## src/rtl/fft_frame_ctrl.sv

```systemverilog
// fft_frame_ctrl
// Per-run sequencer for a streaming FFT core. Each run resets the core,
// pushes the direction word on its config channel, then gates upstream
// samples into the core with a generated tlast every N beats. It keeps
// counting completed output frames until the requested frame count is
// reached, or until a stop request arrives.
//
// Ports
//   clock, resetn         : single clock, synchronous active-low reset
//   start/inverse/frames  : run request, direction (1 = inverse) and frame
//                           count (0 = run until stop), sampled at start
//   stop                  : ends a continuous run at a frame boundary
//   fft_resetn            : drives the core's aresetn
//   cfg_tdata/valid/ready : core config channel, LSB 1 = forward
//   in_t*                 : upstream sample stream
//   fft_t*                : core data input stream
//   out_tvalid/out_tlast  : monitor of the core output (its tready is tied 1)
//   event_tlast_*         : core event flags, folded into err
//   busy/done/err         : run status; err is sticky until the next start
//   frame_cnt             : output frames completed in the current run
module fft_frame_ctrl #(
  parameter int NFFT_LOG2  = 8,
  parameter int DATA_W     = 32,
  parameter int RST_CYCLES = 2,
  parameter int TIMEOUT    = 4096
) (
  input  logic              clock,
  input  logic              resetn,
  input  logic              start,
  input  logic              inverse,
  input  logic [15:0]       frames,
  input  logic              stop,
  output logic              fft_resetn,
  output logic [7:0]        cfg_tdata,
  output logic              cfg_tvalid,
  input  logic              cfg_tready,
  input  logic [DATA_W-1:0] in_tdata,
  input  logic              in_tvalid,
  output logic              in_tready,
  output logic [DATA_W-1:0] fft_tdata,
  output logic              fft_tvalid,
  input  logic              fft_tready,
  output logic              fft_tlast,
  input  logic              out_tvalid,
  input  logic              out_tlast,
  input  logic              event_tlast_unexpected,
  input  logic              event_tlast_missing,
  output logic              busy,
  output logic              done,
  output logic              err,
  output logic [15:0]       frame_cnt
);

  localparam int RC_W = $clog2(RST_CYCLES + 1);
  localparam int WD_W = $clog2(TIMEOUT + 1);

  typedef enum logic [2:0] {
    S_IDLE,
    S_CORE_RST,
    S_CONFIG,
    S_RUN,
    S_DRAIN
  } state_t;

  state_t                 state;
  logic                   inverse_q;
  logic [15:0]            frames_q;
  logic                   stop_q;
  logic [NFFT_LOG2-1:0]   in_cnt;
  logic [15:0]            in_frames;
  logic [RC_W-1:0]        rst_cnt;
  logic [WD_W-1:0]        wd_cnt;

  logic run, hs, last_beat, frame_out;

  // Data path is a pure gate in RUN so the core sees the source with no
  // added latency; every other state blocks both directions.
  assign run        = (state == S_RUN);
  assign fft_tvalid = run & in_tvalid;
  assign in_tready  = run & fft_tready;
  assign fft_tdata  = run ? in_tdata : '0;
  assign last_beat  = &in_cnt;
  assign fft_tlast  = fft_tvalid & last_beat;
  assign hs         = fft_tvalid & fft_tready;
  assign cfg_tdata  = {7'b0, ~inverse_q};
  assign frame_out  = out_tvalid & out_tlast;

  always_ff @(posedge clock) begin
    if (!resetn) begin
      state      <= S_IDLE;
      inverse_q  <= 1'b0;
      frames_q   <= '0;
      stop_q     <= 1'b0;
      in_cnt     <= '0;
      in_frames  <= '0;
      rst_cnt    <= '0;
      wd_cnt     <= '0;
      fft_resetn <= 1'b0;
      cfg_tvalid <= 1'b0;
      busy       <= 1'b0;
      done       <= 1'b0;
      err        <= 1'b0;
      frame_cnt  <= '0;
    end else begin
      done <= 1'b0;
      if (busy && (event_tlast_unexpected || event_tlast_missing)) err <= 1'b1;
      if ((state == S_RUN || state == S_DRAIN) && frame_out) frame_cnt <= frame_cnt + 16'd1;

      case (state)
        S_IDLE: begin
          fft_resetn <= 1'b1;
          // A start coinciding with the done pulse belongs to the old run.
          if (start && !done) begin
            inverse_q  <= inverse;
            frames_q   <= frames;
            err        <= 1'b0;
            frame_cnt  <= '0;
            in_cnt     <= '0;
            in_frames  <= '0;
            stop_q     <= 1'b0;
            rst_cnt    <= '0;
            busy       <= 1'b1;
            fft_resetn <= 1'b0;
            state      <= S_CORE_RST;
          end
        end

        S_CORE_RST: begin
          if (rst_cnt == RC_W'(RST_CYCLES - 1)) begin
            fft_resetn <= 1'b1;
            cfg_tvalid <= 1'b1;
            state      <= S_CONFIG;
          end else begin
            rst_cnt <= rst_cnt + 1'b1;
          end
        end

        S_CONFIG: begin
          if (cfg_tready) begin
            cfg_tvalid <= 1'b0;
            state      <= S_RUN;
          end
        end

        S_RUN: begin
          wd_cnt <= '0;  // watchdog starts fresh on DRAIN entry
          if (stop) stop_q <= 1'b1;
          if (hs) begin
            in_cnt <= in_cnt + 1'b1;
            if (last_beat) begin
              in_frames <= in_frames + 16'd1;
              if ((frames_q != 16'd0 && in_frames + 16'd1 == frames_q) || stop_q)
                state <= S_DRAIN;
            end
          end else if (stop_q && in_cnt == '0) begin
            // Sitting on a frame boundary: nothing partial to finish.
            state <= S_DRAIN;
          end
        end

        S_DRAIN: begin
          if (frame_cnt == in_frames) begin
            done  <= 1'b1;
            busy  <= 1'b0;
            state <= S_IDLE;
          end else if (out_tvalid) begin
            wd_cnt <= '0;
          end else if (wd_cnt == WD_W'(TIMEOUT - 1)) begin
            err   <= 1'b1;
            done  <= 1'b1;
            busy  <= 1'b0;
            state <= S_IDLE;
          end else begin
            wd_cnt <= wd_cnt + 1'b1;
          end
        end

        default: state <= S_IDLE;
      endcase
    end
  end

endmodule

```

## config.mk

```make
export PLATFORM = sky130hd
export DESIGN_NAME = fft_frame_ctrl
export DESIGN_NICKNAME = d
export VERILOG_FILES = /design/src/rtl/fft_frame_ctrl.sv
export SDC_FILE = /design/constraint.sdc
export NUM_CORES = 1
export LEC_CHECK = 0
export BUFFER_PORTS_ARGS = -buffer_cell sky130_fd_sc_hd__buf_2
export CAP_MARGIN = 20
export CORE_UTILIZATION = 35
export CTS_BUF_LIST = sky130_fd_sc_hd__clkbuf_16
export CTS_CLUSTER_DIAMETER = 60
export DETAILED_ROUTE_END_ITERATION = 10
export SYNTH_ARGS = -nofsm -noshare
export SYNTH_HDL_FRONTEND = slang
export SYNTH_SLANG_ARGS = --single-unit
export TNS_END_PERCENT = 10
```

## constraint.sdc

```tcl
create_clock -name clock -period 2.7 [get_ports clock]
set_input_delay 0.27 -clock clock [delete_from_list [all_inputs] [get_ports clock]]
set_output_delay 0.27 -clock clock [all_outputs]
set_load 0.03 [all_outputs]
```

==> flow_metrics.tcl, run 1 <==
set metrics [dict create \
    setup_viol 0 \
    r2r-end "state[0]" \
    start_util 0.361 \
    h-tree-depth 3 \
    antennaDiodeCount 0 \
    cts_root_buf "clkbuf_16" \
    p_leak_uw 0.00246 \
    max_cap_violations 0 \
    drive_gt1_frac 0.232 \
    synth_top_cell_by_area "dfxtp_1" \
    ctsHoldBuffers 0 \
    multiInputGateArea_um2 2900 \
    drcViolationCount 0 \
    setup.worst_path.end "state[0]" \
    gp_congestion 0.901 \
    syn-cell-area_um2 4790 \
    fill_cells 1349 \
    netlist.area_leader.share 0.338 \
    cts_inserted_buffers 9 \
    startpoint "in_frames[2]" \
    fmax_mhz 401 \
    grt_max_degree 37 \
    outcome "completed" \
    ff2ff_setup_slack_ns 0.21 \
    power_per_cell_area_nw_per_um2 658 \
    grt_usage 0.192 \
    fp-row-count 42 \
    fin_nets 785 \
    grt.overflow.total 0 \
    synth_edf_count 0 \
    min-delay-start "stop" \
    grt_pass1_vias 4233 \
    ys_warn_count 0 \
    p_comb_frac 0.269 \
    setup-tns-final_ns 0 \
    clockPowerShare 0.361 \
    grt_first_pass_wirelength_um 21700 \
    cp_max_fo 11 \
    peakVddDrop_v 0.000264 \
    ys_top_cells_by_area "dfxtp_1 34%, nand2_1 6.1%, xor2_1 6.0%" \
    rsz0062_at_grt "false" \
    internal_power_uw 2560 \
    slew_headroom 0.410 \
    seqPwrFrac 0.370 \
    dpl.hpwl_um 10200 \
    synth_cell_types 64 \
    ff2ff_path_depth 7 \
    period_needed_ns 2.49 \
    vias_per_cell 5.28 \
    syn2layout_area_growth_pct 21.9 \
    die_w_um 119 \
    postSynthAreaPerCell_um2 7.74 \
    swShare 0.334 \
    ys_seq_area_frac 0.338 \
    drt-initial-drc-count 443 \
    final.period_utilization 0.923 \
    ys.flop_type "dfxtp_1" \
    pin_count 124 \
    cts.clk_slew.worst_paths_ns 0.06 \
    cts_num_sinks 81 \
    dieHeight_um 119 \
    wl_per_cell_um 14.9 \
    clk_latency_ns 0.35 \
    area.sequential_um2 1620 \
    coreArea_um2 13300 \
    vias 4747 \
    yosysMostFrequentCell "dfxtp_1" \
    p_switching_uw 1290 \
    synth_seq_cells 81 \
    dr.pass1.iters 5 \
    clk_path_buf_depth 2 \
    worstReg2RegStart "in_frames[2]" \
    worstPathArrival_ns 2.77 \
    layout.cells.non_filler 899 \
    critPathLaunchType "register" \
    crit_required_ns 2.98 \
    portBuffers 116 \
    crit_type "register to register" \
    wl_um 13400 \
    max_slew.worst_pin.slew_ns 0.879 \
    drv_slew 0 \
    antenna_found_initial 0 \
    synth_common_cells "81 x dfxtp_1, 78 x nand2_1, 63 x nor2_1" \
    final-hold-violation-count 0 \
    syn_inst 619 \
    hp-class "input port to register" \
    async_flop_share 0 \
    cp-end-kind "register" \
    drtAntennaViolNets 0 \
    die_area_um2 14200 \
    placed_cells 884 \
    fin_skew_ns 0.00872 \
    cts_tree "done" \
]
power groups by stage:
stage	sequential [µW]	combinational (µW)	clock, µW
3_3_place_gp	1440	1010	0
5_1_grt	1440	1150	1470
6_report	1420	1040	1390
3_5_place_dp	1450	1030	0
2_1_floorplan	1420	757	0
4_1_cts	1420	1030	1410
worst max-delay path, stage by stage (launching register included):
cell	delay [ns]
dfxtp_1	0.57
nand4_4	0.20
or4_4	0.58
and3b_1	0.20
nor4_2	0.26
nand2_1	0.12
o31ai_4	0.29
mux2i_1	0.22
through the flow:
stage	setup WS (ns)	hold WS, ns	power (µW)	util	instance area, µm²
after floorplan	0.380	0.406	2170	-	4820
after detailed placement	0.232	0.450	2470	0.414	5500
after global placement	0.315	0.436	2460	0.414	5500
after global routing	0.0260	0.165	4060	0.439	5840
after CTS	0.213	0.144	3870	0.439	5830
final	0.207	0.150	3850	0.439	5840
sequential cells by signal, indices dropped and copies added (netlist names), 2 cells and up:
name and flops:
frame_cnt 16, frames_q 16, in_frames 16, wd_cnt 13, in_cnt 8, state 3, rst_cnt 2
kinds of logic after synthesis:
group,count (synthesis),share of synthesized area
AND/OR/NAND/NOR,299,0.330
AO/OA/AOI/OAI,105,0.137
flip-flops,81,0.338
buffers and inverters,64,0.0619
XOR/XNOR,61,0.111
adder cells (fa/ha/maj),6,0.0157
multiplexers,2,0.00418
other,1,0.000782
area by class of cell:
cell class	instances	area share
Multi-Input combinational cell	480	0.497
Tap cell	176	0.0377
Timing Repair Buffer	133	0.121
Inverter	14	0.00900
Clock inverter	6	0.0184
Sequential cell	81	0.278
Clock buffer	9	0.0386
cells in the final DEF (no fill, tap or decap), drive strengths merged, types with 15 or more instances in the layout:
cell type  synthesis  layout
buf               23     133
dfxtp             81      81
nand2             78      78
nor2              63      63
a21oi             43      43
and2              41      41
xor2              33      33
xnor2             28      28
o21ai             25      25
nand4             23      23
nand3             19      19
nor3              17      17
nor4              15      15
worst min path at each step:
stage                             end  cells after the start  slack, ns
after CTS                      stop_q                      3       0.14
after floorplan             inverse_q                      2       0.41
after global routing      frames_q[0]                      3       0.17
after global placement     wd_cnt[12]                      2       0.44
after detailed placement   wd_cnt[12]                      2       0.45
final                          stop_q                      3       0.15
timing repair:
item,CTS,global route
endpoints found under the setup margin,0,4
endpoints found under the hold margin,0,0
buffers inserted,0,0
gates resized for setup,0,3
metal layers:
metal,up-vias,GRT usage,wire [µm]
met2,194,0.322,6240
li1,2328,-,-
met4,0,0.0736,259
met1,2202,0.245,6090
met3,23,0.0326,788
met5,-,0,0
Note: power is estimated with default switching activity, not from simulation.
==> inputs of run 2 (changes only) <==
==> constraint.sdc (replaced) <==
create_clock -name clock -period 2.7 [get_ports clock]
set_input_delay 0.405 -clock clock [delete_from_list [all_inputs] [get_ports clock]]
set_output_delay 0.405 -clock clock [all_outputs]
set_load 0.03 [all_outputs]
==> run 2 against run 1 <==
Hold slack gained 0.15 ns. Critical endpoint is now fft_tlast. Largest cell class unchanged. First-iteration DRC count shrank 37%. Highest routed layer unchanged. Routed wire length shrank 0.14%. Non-clock buffer count grew 2. Worst setup slack lost 0.035 ns. Global-route usage is essentially flat. Cell area grew 0.54%. Power grew 0.26%.
==> flow_metrics.tcl, run 2 (synthesis gave the netlist of run 1 again) <==
set metrics [dict create \
    dr.pass1.iters 5 \
    hp-class "input port to register" \
    top_layer "met4" \
    setup_viol 0 \
    final_cell_mix "116 x buf_2, 79 x dfxtp_1, 78 x nand2_1" \
    cts_inserted_buffers 9 \
    grt_max_degree 37 \
    start_util 0.361 \
    cts_tree "done" \
    die_w_um 119 \
    final.period_utilization 0.936 \
    critPathLaunchType "register" \
    wl_per_cell_um 14.8 \
    h-tree-depth 3 \
    grt_usage 0.192 \
    cts_resized 0 \
    coreArea_um2 13300 \
    dpl.hpwl_um 10200 \
    crit_required_ns 2.30 \
    grt_pass1_vias 4428 \
    fp-row-count 42 \
    cp_max_fo 36 \
    worstPathArrival_ns 2.12 \
    mostFrequentLayoutCell "buf_2" \
    vias 4700 \
    antenna_found_initial 1 \
    worstHoldEndpoint "frames_q[10]" \
    fin_nets 787 \
    fin_skew_ns 0.00672 \
    drive_gt1_frac 0.233 \
    rsz0062_at_grt "false" \
    r2r-end "state[0]" \
    die_area_um2 14200 \
    p_leak_uw 0.00248 \
    worstReg2RegStart "in_frames[4]" \
    hold_ws_ns 0.297 \
    cts_root_buf "clkbuf_16" \
    slew_headroom 0.544 \
    min-delay-start "frames[10]" \
    cp-end-kind "output port" \
    m1WireLength_um 6050 \
    cts_setup_buffers 0 \
    gp_congestion 0.904 \
    final-hold-violation-count 0 \
    clk_latency_ns 0.35 \
    dieHeight_um 119 \
    postLayoutCellArea_um2 5870 \
    pin_count 124 \
    hold_depth 3 \
    outcome "completed" \
    dpl-instance-area_um2 5530 \
    drcViolationCount 0 \
    wl_met3_um 710 \
    ctsHoldBuffers 0 \
    max_cap_violations 0 \
    power_per_cell_area_nw_per_um2 657 \
    syn2layout_area_growth_pct 22.5 \
    fin_total_pwr_uw 3860 \
    grt_first_pass_wirelength_um 21500 \
    max_slew.worst_pin.slew_ns 0.684 \
    portBuffers 116 \
    ff2ff_path_depth 7 \
    cts_num_sinks 81 \
    setup-tns-final_ns 0 \
    wl_um 13400 \
    ff2ff_setup_slack_ns 0.19 \
    pre_cts_slack_ns 0.170 \
    fmax_mhz 396 \
    top_regs "frame_cnt (16), frames_q (16), in_frames (16)" \
    met2WireLength_um 6300 \
    clk_path_buf_depth 2 \
    cts.clk_slew.worst_paths_ns 0.06 \
    drv_slew 0 \
    drt-initial-drc-count 281 \
    period_needed_ns 2.53 \
    fin_ws_ns 0.172 \
    peakVddDrop_v 0.000367 \
    crit_type "register to output port" \
    vias_per_cell 5.20 \
    grt.overflow.total 0 \
    drtAntennaViolNets 0 \
]
-- run 2: cell types whose count changed in the layout (fill, tap and decap cells not counted), sizes merged --
cell	delta
inv	+1
diode	+1
buf	+2
-- run 2: stage by stage --
stage / instances / util
after detailed placement: 886 / 0.416
after floorplan: 625 / -
final: 903 / 0.442
after global routing: 903 / 0.442
after CTS: 902 / 0.441
after global placement: 886 / 0.416
-- run 2: cell type report --
| type | instances | area (µm²) |
|---|---|---|
| fillers | 1348 | 7420 |
| multi-input cells | 480 | 2900 |
| flip-flops and latches | 81 | 1620 |
| repair buffers | 135 | 736 |
| clock buffers | 9 | 225 |
| well taps | 176 | 220 |
| clock inverters | 7 | 110 |
| inverters | 14 | 52.6 |
| diodes | 1 | 2.50 |
-- run 2: worst max-delay path by stage --
stage | from | endpoint | cells past startpoint
4_1_cts | in_frames[2] | state[0] | 7
2_1_floorplan | frame_cnt[3] | state[0] | 8
5_1_grt | in_frames[0] | state[0] | 8
3_5_place_dp | in_frames[2] | state[0] | 7
6_report | state[1] | fft_tlast | 5
3_3_place_gp | in_frames[3] | state[0] | 7
-- run 2: metal layers --
layer,GRT usage,vias up
met2,0.331,167
met5,0,-
met3,0.0292,17
met4,0.0799,0
li1,-,2333
met1,0.236,2183
-- run 2: worst max-delay path, cell delays in order (launching register included) --
cell	delay, ns
dfxtp_1	0.56
and3b_1	0.39
buf_4	0.33
and2_1	0.18
and2_1	0.12
buf_2	0.19
-- run 2: power breakdown --
group | internal (µW) | switching (µW)
Sequential | 1290 | 131
Combinational | 390 | 659
Clock | 895 | 491
Total | 2580 | 1280
